## src/rtl/dm_pkg.sv

```systemverilog
// Shared constants for the debug-module abstract-command sequencer:
// ROM entry points, cmderr codes, command types and FSM state encoding.
package dm_pkg;

    localparam logic [9:0] ENTRY_SET_GPR = 10'h0D0;
    localparam logic [9:0] ENTRY_GET_GPR = 10'h0E0;
    localparam logic [9:0] ENTRY_SET_CSR = 10'h0F0;
    localparam logic [9:0] ENTRY_GET_CSR = 10'h104;
    localparam logic [9:0] ENTRY_SET_MEM = 10'h128;
    localparam logic [9:0] ENTRY_GET_MEM = 10'h144;

    localparam logic [7:0] CMDTYPE_REG = 8'd0;
    localparam logic [7:0] CMDTYPE_MEM = 8'd2;

    typedef enum logic [2:0] {
        CMDERR_NONE       = 3'd0,
        CMDERR_BUSY       = 3'd1,
        CMDERR_NOTSUP     = 3'd2,
        CMDERR_EXC        = 3'd3,
        CMDERR_HALTRESUME = 3'd4,
        CMDERR_OTHER      = 3'd7
    } cmderr_e;

    typedef enum logic [1:0] {
        ST_IDLE = 2'd0,
        ST_GO   = 2'd1,
        ST_EXEC = 2'd2
    } state_e;

    typedef struct packed {
        logic [9:0]  entry;
        logic [11:0] fix_reg;
        logic [1:0]  fix_size;
        logic        notsup;
        logic        trivial;
        logic        is_mem;
    } decode_t;

endpackage

```

## src/rtl/dm_abscmd_decode.sv

```systemverilog
// Combinational abstract-command decoder: cmd word -> ROM entry, patch fields, support check.
// DM_ABSCMD_MEM_EN enables decoding of access-memory commands (cmdtype 2).
module dm_abscmd_decode
    import dm_pkg::*;
(
    input  logic [31:0] cmd,
    output decode_t     dec
);

    logic [7:0]  cmdtype;
    logic [2:0]  size;
    logic        postexec;
    logic        transfer;
    logic        write;
    logic [15:0] regno;

    assign cmdtype  = cmd[31:24];
    assign size     = cmd[22:20];
    assign postexec = cmd[18];
    assign transfer = cmd[17];
    assign write    = cmd[16];
    assign regno    = cmd[15:0];

    always_comb begin
        dec          = '0;
        dec.fix_size = size[1:0];
        // bit 23 is reserved; a set bit is treated like an unknown size encoding
        if (postexec || cmd[23]) begin
            dec.notsup = 1'b1;
        end else begin
            case (cmdtype)
                CMDTYPE_REG: begin
                    if (!transfer) begin
                        dec.trivial = 1'b1;
                    end else if (size > 3'd2) begin
                        dec.notsup = 1'b1;
                    end else if (regno[15:5] == 11'h080) begin
                        dec.fix_reg = {7'b0, regno[4:0]};
                        dec.entry   = write ? ENTRY_SET_GPR : ENTRY_GET_GPR;
                    end else if (regno[15:12] == 4'h0) begin
                        dec.fix_reg = regno[11:0];
                        dec.entry   = write ? ENTRY_SET_CSR : ENTRY_GET_CSR;
                    end else begin
                        dec.notsup = 1'b1;
                    end
                end
`ifdef DM_ABSCMD_MEM_EN
                CMDTYPE_MEM: begin
                    if (size > 3'd2) begin
                        dec.notsup = 1'b1;
                    end else begin
                        dec.is_mem = 1'b1;
                        dec.entry  = write ? ENTRY_SET_MEM : ENTRY_GET_MEM;
                    end
                end
`endif
                default: dec.notsup = 1'b1;
            endcase
        end
    end

endmodule

```

## src/rtl/dm_abscmd_seq.sv

```systemverilog
// Debug-module abstract-command sequencer: accepts command writes, drives the ROM go/going/done
// handshake, tracks sticky cmderr. DM_ABSCMD_MEM_EN enables access-memory commands and postinc_pulse.
module dm_abscmd_seq
    import dm_pkg::*;
#(
    parameter int unsigned WDOG_CYC = 1024
) (
    input  logic        clk,
    input  logic        rstn,
    input  logic        cmd_wr,
    input  logic [31:0] cmd,
    input  logic [2:0]  cmderr_w1c,
    input  logic        cmderr_clr,
    input  logic        hart_halted,
    input  logic        hart_going,
    input  logic        hart_done,
    input  logic        hart_exc,
    output logic        go,
    output logic        busy,
    output logic [2:0]  cmderr,
    output logic [9:0]  entry_addr,
    output logic [11:0] fix_reg,
    output logic [1:0]  fix_size,
    output logic [15:0] regno_q,
    output logic        postinc_pulse
);

    localparam int unsigned CW = $clog2(WDOG_CYC + 2);

    state_e      state, state_next;
    decode_t     dec;
    logic [CW-1:0] wdog_cnt;
    logic        wdog_expire;
    logic        postinc_q;
    logic        mem_q;
    logic        cmd_check;
    logic        accept;
    logic        trivial_ok;
    logic        finish_ok;
    logic        err_set;
    cmderr_e     err_code;
    logic [2:0]  cmderr_base;

    dm_abscmd_decode u_decode (
        .cmd (cmd),
        .dec (dec)
    );

    // a command write in IDLE is only considered while no error is pending
    assign cmd_check   = (state == ST_IDLE) && cmd_wr && (cmderr == 3'd0);
    assign accept      = cmd_check && !dec.notsup && hart_halted && !dec.trivial;
    assign trivial_ok  = cmd_check && !dec.notsup && hart_halted && dec.trivial;
    assign finish_ok   = (state == ST_EXEC) && hart_done && !hart_exc;
    assign wdog_expire = (WDOG_CYC != 0) && (state != ST_IDLE) &&
                         (wdog_cnt == CW'(WDOG_CYC - 1));

    always_ff @(posedge clk) begin
        if (!rstn) state <= ST_IDLE;
        else       state <= state_next;
    end

    always_comb begin
        state_next = state;
        case (state)
            ST_IDLE: if (accept) state_next = ST_GO;
            ST_GO: begin
                if (hart_going)       state_next = ST_EXEC;
                else if (wdog_expire) state_next = ST_IDLE;
            end
            ST_EXEC: begin
                if (hart_exc || hart_done) state_next = ST_IDLE;
                else if (wdog_expire)      state_next = ST_IDLE;
            end
            default: state_next = ST_IDLE;
        endcase
    end

    always_comb begin
        go   = (state == ST_GO);
        busy = (state != ST_IDLE);
    end

    always_comb begin
        err_set  = 1'b0;
        err_code = CMDERR_NONE;
        if (cmd_check && dec.notsup) begin
            err_set  = 1'b1;
            err_code = CMDERR_NOTSUP;
        end else if (cmd_check && !hart_halted) begin
            err_set  = 1'b1;
            err_code = CMDERR_HALTRESUME;
        end else if (state == ST_EXEC && hart_exc) begin
            err_set  = 1'b1;
            err_code = CMDERR_EXC;
        end else if (wdog_expire && state_next == ST_IDLE) begin
            err_set  = 1'b1;
            err_code = CMDERR_OTHER;
        end else if (busy && cmd_wr) begin
            err_set  = 1'b1;
            err_code = CMDERR_BUSY;
        end
    end

    // a new error lands only when nothing remains pending after this cycle's clear
    assign cmderr_base = cmderr & ~(cmderr_clr ? cmderr_w1c : 3'b000);

    always_ff @(posedge clk) begin
        if (!rstn) begin
            cmderr <= '0;
        end else if (err_set && cmderr_base == 3'd0) begin
            cmderr <= err_code;
        end else begin
            cmderr <= cmderr_base;
        end
    end

    always_ff @(posedge clk) begin
        if (!rstn || state == ST_IDLE || state_next != state) wdog_cnt <= '0;
        else                                                   wdog_cnt <= wdog_cnt + 1'b1;
    end

    always_ff @(posedge clk) begin
        if (!rstn) begin
            entry_addr <= '0;
            fix_reg    <= '0;
            fix_size   <= '0;
            postinc_q  <= 1'b0;
            mem_q      <= 1'b0;
            regno_q    <= '0;
        end else if (accept) begin
            entry_addr <= dec.entry;
            fix_reg    <= dec.fix_reg;
            fix_size   <= dec.fix_size;
            postinc_q  <= cmd[19];
            mem_q      <= dec.is_mem;
            regno_q    <= cmd[15:0];
        end else if (trivial_ok) begin
            regno_q    <= cmd[15:0] + {15'b0, cmd[19]};
        end else if (finish_ok && postinc_q && !mem_q) begin
            regno_q    <= regno_q + 16'd1;
        end
    end

`ifdef DM_ABSCMD_MEM_EN
    always_ff @(posedge clk) begin
        if (!rstn) postinc_pulse <= 1'b0;
        else       postinc_pulse <= finish_ok && postinc_q && mem_q;
    end
`else
    assign postinc_pulse = 1'b0;
`endif

endmodule

```

## config.mk

```make
export PLATFORM = sky130hd
export DESIGN_NAME = dm_abscmd_seq
export DESIGN_NICKNAME = d
export VERILOG_FILES = /design/src/rtl/dm_pkg.sv /design/src/rtl/dm_abscmd_decode.sv /design/src/rtl/dm_abscmd_seq.sv
export SDC_FILE = /design/constraint.sdc
export NUM_CORES = 1
export LEC_CHECK = 0
export ABC_AREA = 1
export CAP_MARGIN = 20
export CORE_MARGIN = 8
export CORE_UTILIZATION = 35
export CTS_CLUSTER_DIAMETER = 150
export DETAILED_ROUTE_END_ITERATION = 8
export HOLD_SLACK_MARGIN = 0.02
export PLACE_DENSITY_LB_ADDON = 0.05
export SLEW_MARGIN = 40
export SYNTH_ARGS = -nofsm -noshare
export SYNTH_HDL_FRONTEND = slang
export SYNTH_SLANG_ARGS = --single-unit
export TNS_END_PERCENT = 30
```

## constraint.sdc

```tcl
create_clock -name clk -period 1.8 [get_ports clk]
set_input_delay 0.36 -clock clk [delete_from_list [all_inputs] [get_ports clk]]
set_output_delay 0.36 -clock clk [all_outputs]
set_load 0.02 [all_outputs]
```

[Yosys cells after proc, flatten, opt, wreduce, memory -nomap -nowiden]
Index checks and enable logic that the tools add are counted.
Operators by class
  add/subtract/negate cells: 3
  multipliers: 0
  div/mod/pow operators: 0
  order comparisons: 1
  equal/unequal tests: 5
  shift-type cells: 0
  mux-type cells: 37
  bitwise gates (word level): 2
  reduce and logical (&&, ||, !) cells: 33
Operators with widths (count)
  22-bit 2-to-1 mux: 6
  16-bit 2-to-1 mux: 3
  3-bit 2-to-1 mux: 6
  16-bit by 1-bit adder with 16-bit output: 1
  16-bit by 1-bit adder with 16-bit output, second input constant: 1
  1-bit logical AND: 16
  1-bit 2-to-1 mux: 15
  11-bit by 1-bit adder with 11-bit output, second input constant: 1
  11-bit by 10-bit == test with 1-bit output, second input constant: 1
  11-bit by 8-bit == test with 1-bit output, second input constant: 1
  9-bit 2-to-1 mux: 1
  8-bit zero test: 1
  2-bit 2-to-1 mux: 4
  3-bit zero test: 2
  6-bit 2-to-1 mux: 1
  2-bit case mux with 3 select lines: 1
  1-bit zero test: 5
  2-bit zero test: 2
  4-bit zero test: 1
  1-bit logical OR: 4
  3-bit AND: 1
  3-bit by 2-bit greater-than comparator with 1-bit output, second input constant: 1
  3-bit NOT: 1
  3-bit nonzero test: 1
  other kinds (4): 4
Storage, ports and cells
  bits in registers: 57
  latch bits: 0
  memory bits (writable): 0
  memory bits (read-only): 0
  input bits: 43
  memories kept: 0

[Longest topological paths before layout]
Gate-level depths: netlist (run 1).
  depth in word-level cells: 21
  gate-level depth with buffers: 13
  mapped depth without buffers: 13

[Cells and area by module]
A second synthesis (run 1) with hierarchy kept.
Second synthesis, totals
  cells, all modules: 607
  area total of the unflattened synthesis: 3896.2 µm²
Modules (own cells, without submodules)
  dm_abscmd_seq: instances 1, cells an instance 526, area each 3464.6 µm², seq. area each 1161.1 µm²
  dm_abscmd_decode: instances 1, cells an instance 81, area each 431.7 µm², seq. area each 0.0 µm²

[Least setup slack after synthesis (run 1)]
Ideal clock, no wire load.
  path kind: register -> register
  start: reg regno_q[0]
  end: reg regno_q[6]
  setup time: 132 ps
  arrival: 1585 ps
  path slack: 83 ps
  stages on the path, launching flop included: 10
  clock period less this slack: 1717 ps
  path through: dfxtp_1 -> ha_1 -> nand2_1 -> nor2_1 -> nand3_1 -> xnor2_1 -> o21ai_0 -> nand2_1 -> nand3_1 -> a21oi_1
Between the ends
  word-level cells in the longest chain between the ends: 4
RTL lines
  start: declaration: RTL line dm_abscmd_seq.sv:24  | output logic [15:0] regno_q,
  start signal: assignment: RTL line dm_abscmd_seq.sv:136  | regno_q <= cmd[15:0];
  start signal: assignment: RTL line dm_abscmd_seq.sv:138  | regno_q <= cmd[15:0] + {15'b0, cmd[19]};
  start signal: assignment: RTL line dm_abscmd_seq.sv:140  | regno_q <= regno_q + 16'd1;
  16-bit by 1-bit adder with 16-bit output: RTL line dm_abscmd_seq.sv:140
  16-bit 2-to-1 mux: RTL line dm_abscmd_seq.sv:139  | end else if (finish_ok && postinc_q && !mem_q) begin
  16-bit 2-to-1 mux: RTL line dm_abscmd_seq.sv:137  | end else if (trivial_ok) begin
  16-bit 2-to-1 mux: RTL line dm_abscmd_seq.sv:130  | end else if (accept) begin
Every way passes these cells. The select of a mux whose other input is x is not followed.
A chain may end at the register's enable or synchronous reset.

[Worst setup path in the final report (run 1)]
  start: reg regno_q[7]
  end: out regno_q[7]
No word-level cell between the ends.

==> results of run 1 <==
-- metrics by stage --
step / TNS (ps) / setup slack, ps / std cells
after CTS: -46.78 / -20.00 / 785
after global routing: -88.06 / -26.87 / 797
after floorplan: 0 / 82.54 / 504
final: 0 / 54.11 / 797
after global placement: -15110 / -458.8 / 753
after detailed placement: -16130 / -512.5 / 753
-- repair_timing --
item	4_1_cts	5_1_grt
setup endpoints to repair	24	45
pin swaps	9	26
gates cloned	0	1
setup buffers	24	10
gates resized for setup	26	85
-- logic make-up after synthesis --
family | count (synthesis) | share of synthesized area
DFF | 51 | 0.3157
buffers and inverters | 73 | 0.1064
adders and majority gates | 4 | 0.01547
other | 1 | 0.001159
and+or+nand+nor | 276 | 0.3834
AOI/OAI and AO/OA | 74 | 0.1211
xor gates and xnor gates | 21 | 0.05687
-- final cells by class --
| class | count | share of cell area |
|---|---|---|
| inverters | 55 | 0.04069 |
| clock buffers | 5 | 0.01294 |
| flip-flops and latches | 51 | 0.1940 |
| repair buffers | 190 | 0.3196 |
| diodes | 1 | 0.0004704 |
| well taps | 111 | 0.02611 |
| multi-input cells | 381 | 0.4008 |
| clock inverters | 3 | 0.005409 |
-- path summary, 6_finish.rpt --
kind	from	end	depth (start not counted)
max	regno_q[7]	regno_q[7]	1
min	fix_reg[2]	fix_reg[2]	2
max reg2reg	state[1]	regno_q[0]	12
min reg2reg	fix_reg[2]	fix_reg[2]	2
-- per-layer routing --
layer	routed length, um	part of all wire	up-vias	track usage
met5	0	0	-	0
met4	271	0.025	0	0.05486
met3	583	0.054	22	0.04294
met2	5260	0.49	75	0.2943
met1	4582	0.43	1675	0.1828
li1	-	-	1962	-
-- power by group --
| group | total, W | internal, W | switching, W |
|---|---|---|---|
| Clock | 0.000747 | 0.000290 | 0.000458 |
| Sequential | 0.00113 | 0.00113 | 0.00000281 |
| Combinational | 0.000369 | 0.000200 | 0.000169 |
| Total | 0.00225 | 0.00162 | 0.000630 |
-- placed cells by master, fill, tap and decap left out, types with 5 or more instances in the layout --
master / netlist / final
nand4_1: 9 / 9
nand2_2: 5 / 8
a21oi_1: 35 / 30
buf_4: 7 / 99
nor2_2: 6 / 12
nand2_1: 125 / 117
inv_1: 51 / 49
nand3_1: 30 / 27
buf_6: 5 / 6
a21oi_2: 0 / 5
xnor2_1: 7 / 7
o21ai_0: 24 / 19
dfxtp_1: 51 / 46
nor3_1: 10 / 8
dlymetal6s2s_1: 0 / 15
nor2_4: 2 / 8
dlygate4sd2_1: 0 / 11
nor2_1: 73 / 61
clkdlybuf4s50_1: 0 / 56
xor2_1: 14 / 14
o21ai_1: 8 / 11
conb_1: 1 / 5
nand2_4: 2 / 6
clkbuf_8: 0 / 5
==> results by group, run 1 <==
Logic synthesis
  – Library cells used by synthesis: 36
  – Sequential-to-total area share from yosys stat: 0.3157
  – Gate Count Post-Synth: 500
  – Top cells by count, synth: nand2_1, nor2_1, dfxtp_1, inv_1, a21oi_1
  – Most frequent cell after synthesis: nand2_1
  – Top-area cell type share of the netlist area: 0.3157
  – Post-synth EDFFs: 0
  – Ys async rst share: 0
  – Avg Cell Area, Syn: 6.469 um2
  – Post-synthesis cell area: 0.003234 mm2
  – Most area-consuming cells after synthesis: dfxtp_1, nand2_1, nor2_1
  – Synth area leader: dfxtp_1
  – Synth Warn #: 0
  – Synthesized flop and latch total: 51
  – Ys flop type: dfxtp_1

Cells and area
  – Nets: 731
  – FF+latch area: 0.001032 mm2
  – Area grow syn2layout: 64.49%
  – Largest register FFs: 16
  – Fin area: 0.005320 mm2
  – Fillers: 897
  – Share of layout cells above drive strength 1: 0.2730
  – Final Core Density: 0.5841
  – Area of the multi-input gates: 0.002132 mm2

Clocking
  – Post-CTS Hold Fix Bufs: 0
  – Clock sink total: 51
  – Clock slew at reported path FFs: 110 ps
  – CTS tree: built
  – Worst-skew pair later-pin latency: 330 ps
  – H-tree levels: 2
  – CTS root buf: clkbuf_8
  – Total CTS buffers: 5
  – Clock buffer depth: 2

Hold path
  – Worst min path class: flop to flop

Worst setup path
  – Worst Path Max Fanout: 5
  – Critical path's slowest cell: clkdlybuf4s50_1
  – Crit Path Category: flop to output pin
  – Worst Path Arrival: 1390 ps
  – Crit path cell chain: clkdlybuf4s50_1
  – Required @ worst endpoint: 1440 ps
  – Slowest stage delay, CP: 640 ps
  – Family with the most delay on the worst path: buffers and inverters
  – Register-to-Register Setup Slack: 120 ps
  – Nature of the critical path endpoint: output pin
  – Buf/Inv on CP: 1
  – Crit start category: flop

Global route
  – Largest net degree at the start of global routing: 19
  – Total track usage: 0.1637
  – Initial antenna violation count: 1
  – Vias in the first global route: 3776
  – First-pass GRT wire length: 17110 um
  – GRT Residual Overflow: 0

Route
  – Vias: 3734
  – 1st-iter DRT viols: 135
  – Final wirelength: 10700 um
  – Post-route DRC: 0
  – 1st-pass router iterations: 4
  – Vias per inst: 4.685
  – Final antenna-violating net count: 0
  – Wire per inst: 13.42 um

Timing
  – Hold Vio Cnt, Final: 0
  – Max Clk Rate: 572.8 MHz
  – Final period util: 0.9699
  – Fin crit period: 1746 ps
  – RSZ-0062 raised after global routing: true
  – Fin. max-slew vios: 0
  – Final setup viols: 0
  – WHS: 444.6 ps
  – Clk_skew: 12.35 ps

Status
  – Status: finished clean

Power
  – Maximum vdd drop: 0.2866 mV
  – Power after layout: 0.002247 W
  – Power per cell area: 422.3 mW/mm2
  – P_leak: 2.483 nW

Place
  – GPL Wtd Cong: 0.9202
  – Port Buffers: 83
  – Detailed Place HPWL: 8031 um
  – Placed cell area: 0.004644 mm2

Floorplan
  – Num rows: 35
  – Core ar.: 0.009109 mm2
  – IO Count: 89
  – Die Span Y: 112.1 um
  – Initial Util: 0.3551
  – Die area: 0.01257 mm2
  – Die width: 112.1 um

Flow run
  – Max Cap Viol: 0
Power figures use the tool's default switching activity.
==> run 2, diff against run 1 <==
--- a/config.mk
+++ b/config.mk
@@ -8,7 +8,7 @@
 export ABC_AREA = 1
 export CAP_MARGIN = 20
 export CORE_MARGIN = 8
-export CORE_UTILIZATION = 35
+export CORE_UTILIZATION = 45
 export CTS_CLUSTER_DIAMETER = 150
 export DETAILED_ROUTE_END_ITERATION = 8
 export HOLD_SLACK_MARGIN = 0.02
==> results by group, run 2 (synthesized netlist as in run 1, its figures left out) <==
Status
  – Status: finished clean

Worst setup path
  – FF-to-FF Start: state[0]
  – Crit start category: flop
  – CP startpoint: regno_q[1]
  – Nature of the critical path endpoint: output pin
  – Required @ worst endpoint: 1440 ps (about the same)
  – Worst Path Arrival: 1390 ps (about the same)
  – Crit Path Category: flop to output pin
  – Worst Path Max Fanout: 3 (-2)

Clocking
  – CTS root buf: clkbuf_8
  – Total CTS buffers: 5 (unchanged)
  – Clock buffer depth: 2 (unchanged)
  – Clock sink total: 51 (unchanged)
  – Clock slew at reported path FFs: 110 ps (about the same)
  – Post-CTS Hold Fix Bufs: 0 (unchanged)
  – CTS tree: built
  – Worst-skew pair later-pin latency: 310 ps (-20 ps)
  – H-tree levels: 2 (unchanged)

Global route
  – GRT Residual Overflow: 0 (unchanged)
  – Vias in the first global route: 3842 (+1.7%)
  – First-pass GRT wire length: 16980 um (-0.77%)
  – Initial antenna violation count: 1 (unchanged)
  – Total track usage: 0.2046 (+0.04091)
  – Largest net degree at the start of global routing: 19 (unchanged)

Power
  – Sw Pwr: 0.0005932 W (-5.8%)
  – Share of power burned in registers: 0.515 (+0.012)
  – Clk pwr share: 0.326 (-0.007)
  – Comb power frac: 0.158 (-0.006)
  – Internal power: 0.001603 W (-0.86%)
  – Power after layout: 0.002196 W (-2.2%)
  – Power per cell area: 421.9 mW/mm2 (about the same)
  – P_leak: 2.336 nW (-5.9%)
  – Switching share of power: 0.2701 (-0.01014)
  – Maximum vdd drop: 0.2995 mV (+4.5%)

Place
  – Placed Cells: 733 (-2.7%)
  – Port Buffers: 83 (unchanged)
  – GPL Wtd Cong: 0.9053 (-1.6%)
  – Detailed Place HPWL: 7745 um (-3.6%)

Timing
  – Fin crit period: 1751 ps (+4.833 ps)
  – Fin. max-slew vios: 0 (unchanged)
  – Max Clk Rate: 571.2 MHz (-0.28%)
  – Final period util: 0.9726 (+0.002685)
  – Final setup viols: 0 (unchanged)
  – Hold Vio Cnt, Final: 0 (unchanged)
  – Clk_skew: 11.03 ps (-1.322 ps)
  – RSZ-0062 raised after global routing: true
  – WHS: 448.5 ps (+3.906 ps)
  – Setup TNS: 0 ps (unchanged)

Route
  – Final antenna-violating net count: 0 (unchanged)
  – Wire per inst: 13.37 um (-0.43%)
  – 1st-iter DRT viols: 149 (+10%)
  – 1st-pass router iterations: 5 (+1)
  – Final wirelength: 10360 um (-3.2%)
  – Vias: 3810 (+2.0%)
  – Post-route DRC: 0 (unchanged)
  – Vias per inst: 4.916 (+4.9%)

Cells and area
  – Area grow syn2layout: 60.93%
  – Fin cells: 775 (-2.8%)
  – Fillers: 598 (-33%)
  – Share of layout cells above drive strength 1: 0.2692 (-0.003762)
  – Commonest non-fill, non-tap cell in the layout: nand2_1
  – Final Core Density: 0.7333 (+0.1492)
  – Ant. Diodes: 0 (-1)
  – Largest register FFs: 16 (unchanged)
  – Nets: 722 (-1.2%)
  – Highest-count cells in the layout ignoring fill and taps: nand2_1, buf_4, nor2_1

Flow run
  – Max Cap Viol: 0 (unchanged)

Floorplan
  – Core ar.: 0.007098 mm2 (-22%)
  – IO Count: 89 (unchanged)
  – Num rows: 31 (-11%)
  – Die area: 0.01016 mm2 (-19%)
  – Initial Util: 0.4557 (+0.1006)
  – Die width: 100.8 um (-10%)
  – Die Span Y: 100.8 um (-10%)

Hold path
  – HP Start: fix_reg[4]
  – Worst min path class: flop to flop
run 2: cell types whose count changed in the layout (fill, tap and decap cells not counted), sizes merged:
cell	before	now
buf	107	99
diode	1	0
clkdlybuf4s50	56	59
inv	55	56
clkinv	3	2
dlymetal6s2s	15	8
clkdlybuf4s15	1	3
nand2	133	132
dlygate4sd2	11	10
clkbuf	5	8
run 2: repair_timing:
action | CTS | global route
setup buffers | 23 | 10
endpoints found under the setup margin | 15 | 34
pin swaps | 16 | 31
resized for setup | 31 | 75
gates cloned | 1 | 0
run 2: final timing paths:
| check | to | slack, ps | cells past startpoint |
|---|---|---|---|
| max | regno_q[1] | 50 | 2 |
| min | fix_reg[4] | 450 | 2 |
| max reg2reg | regno_q[1] | 90 | 12 |
| min reg2reg | fix_reg[4] | 450 | 2 |
run 2: cell type report:
type | instances | area, um2 | share of cell area
Multi-Input combinational cell | 380 | 2066 | 0.3969
Timing Repair Buffer | 182 | 1675 | 0.3219
Sequential cell | 51 | 1028 | 0.1976
Inverter | 55 | 216.5 | 0.04159
Tap cell | 99 | 123.9 | 0.02380
Clock buffer | 5 | 68.82 | 0.01322
Clock inverter | 3 | 26.28 | 0.005048
run 2: routing by layer:
layer | up-vias | track usage | wire length (um)
met5 | - | 0 | 13
met4 | 2 | 0.07093 | 257
met3 | 24 | 0.04834 | 570
met2 | 104 | 0.3724 | 5333
met1 | 1740 | 0.2248 | 4183
li1 | 1940 | - | -
run 2: worst max-delay path, stage by stage, from the launching register on:
cell and delay [ps]:
dfxtp_2 360, buf_4 120, clkdlybuf4s50_1 600
run 2: metrics by stage:
step	setup WS [ps]	instance area, um2
after global routing	-21.59	5205
after CTS	15.47	4933
final	49.27	5205
after floorplan	82.54	3249
after global placement	-386.9	4594
after detailed placement	-421.5	4594
run 2: power groups by stage:
stage | Sequential (W) | Clock (W) | Combinational (W)
CTS | 0.00113 | 0.000742 | 0.000330
floorplan | 0.00116 | 0 | 0.000106
detailed placement | 0.00116 | 0 | 0.000309
finish | 0.00113 | 0.000717 | 0.000348
global route | 0.00113 | 0.000778 | 0.000376
global placement | 0.00116 | 0 | 0.000306
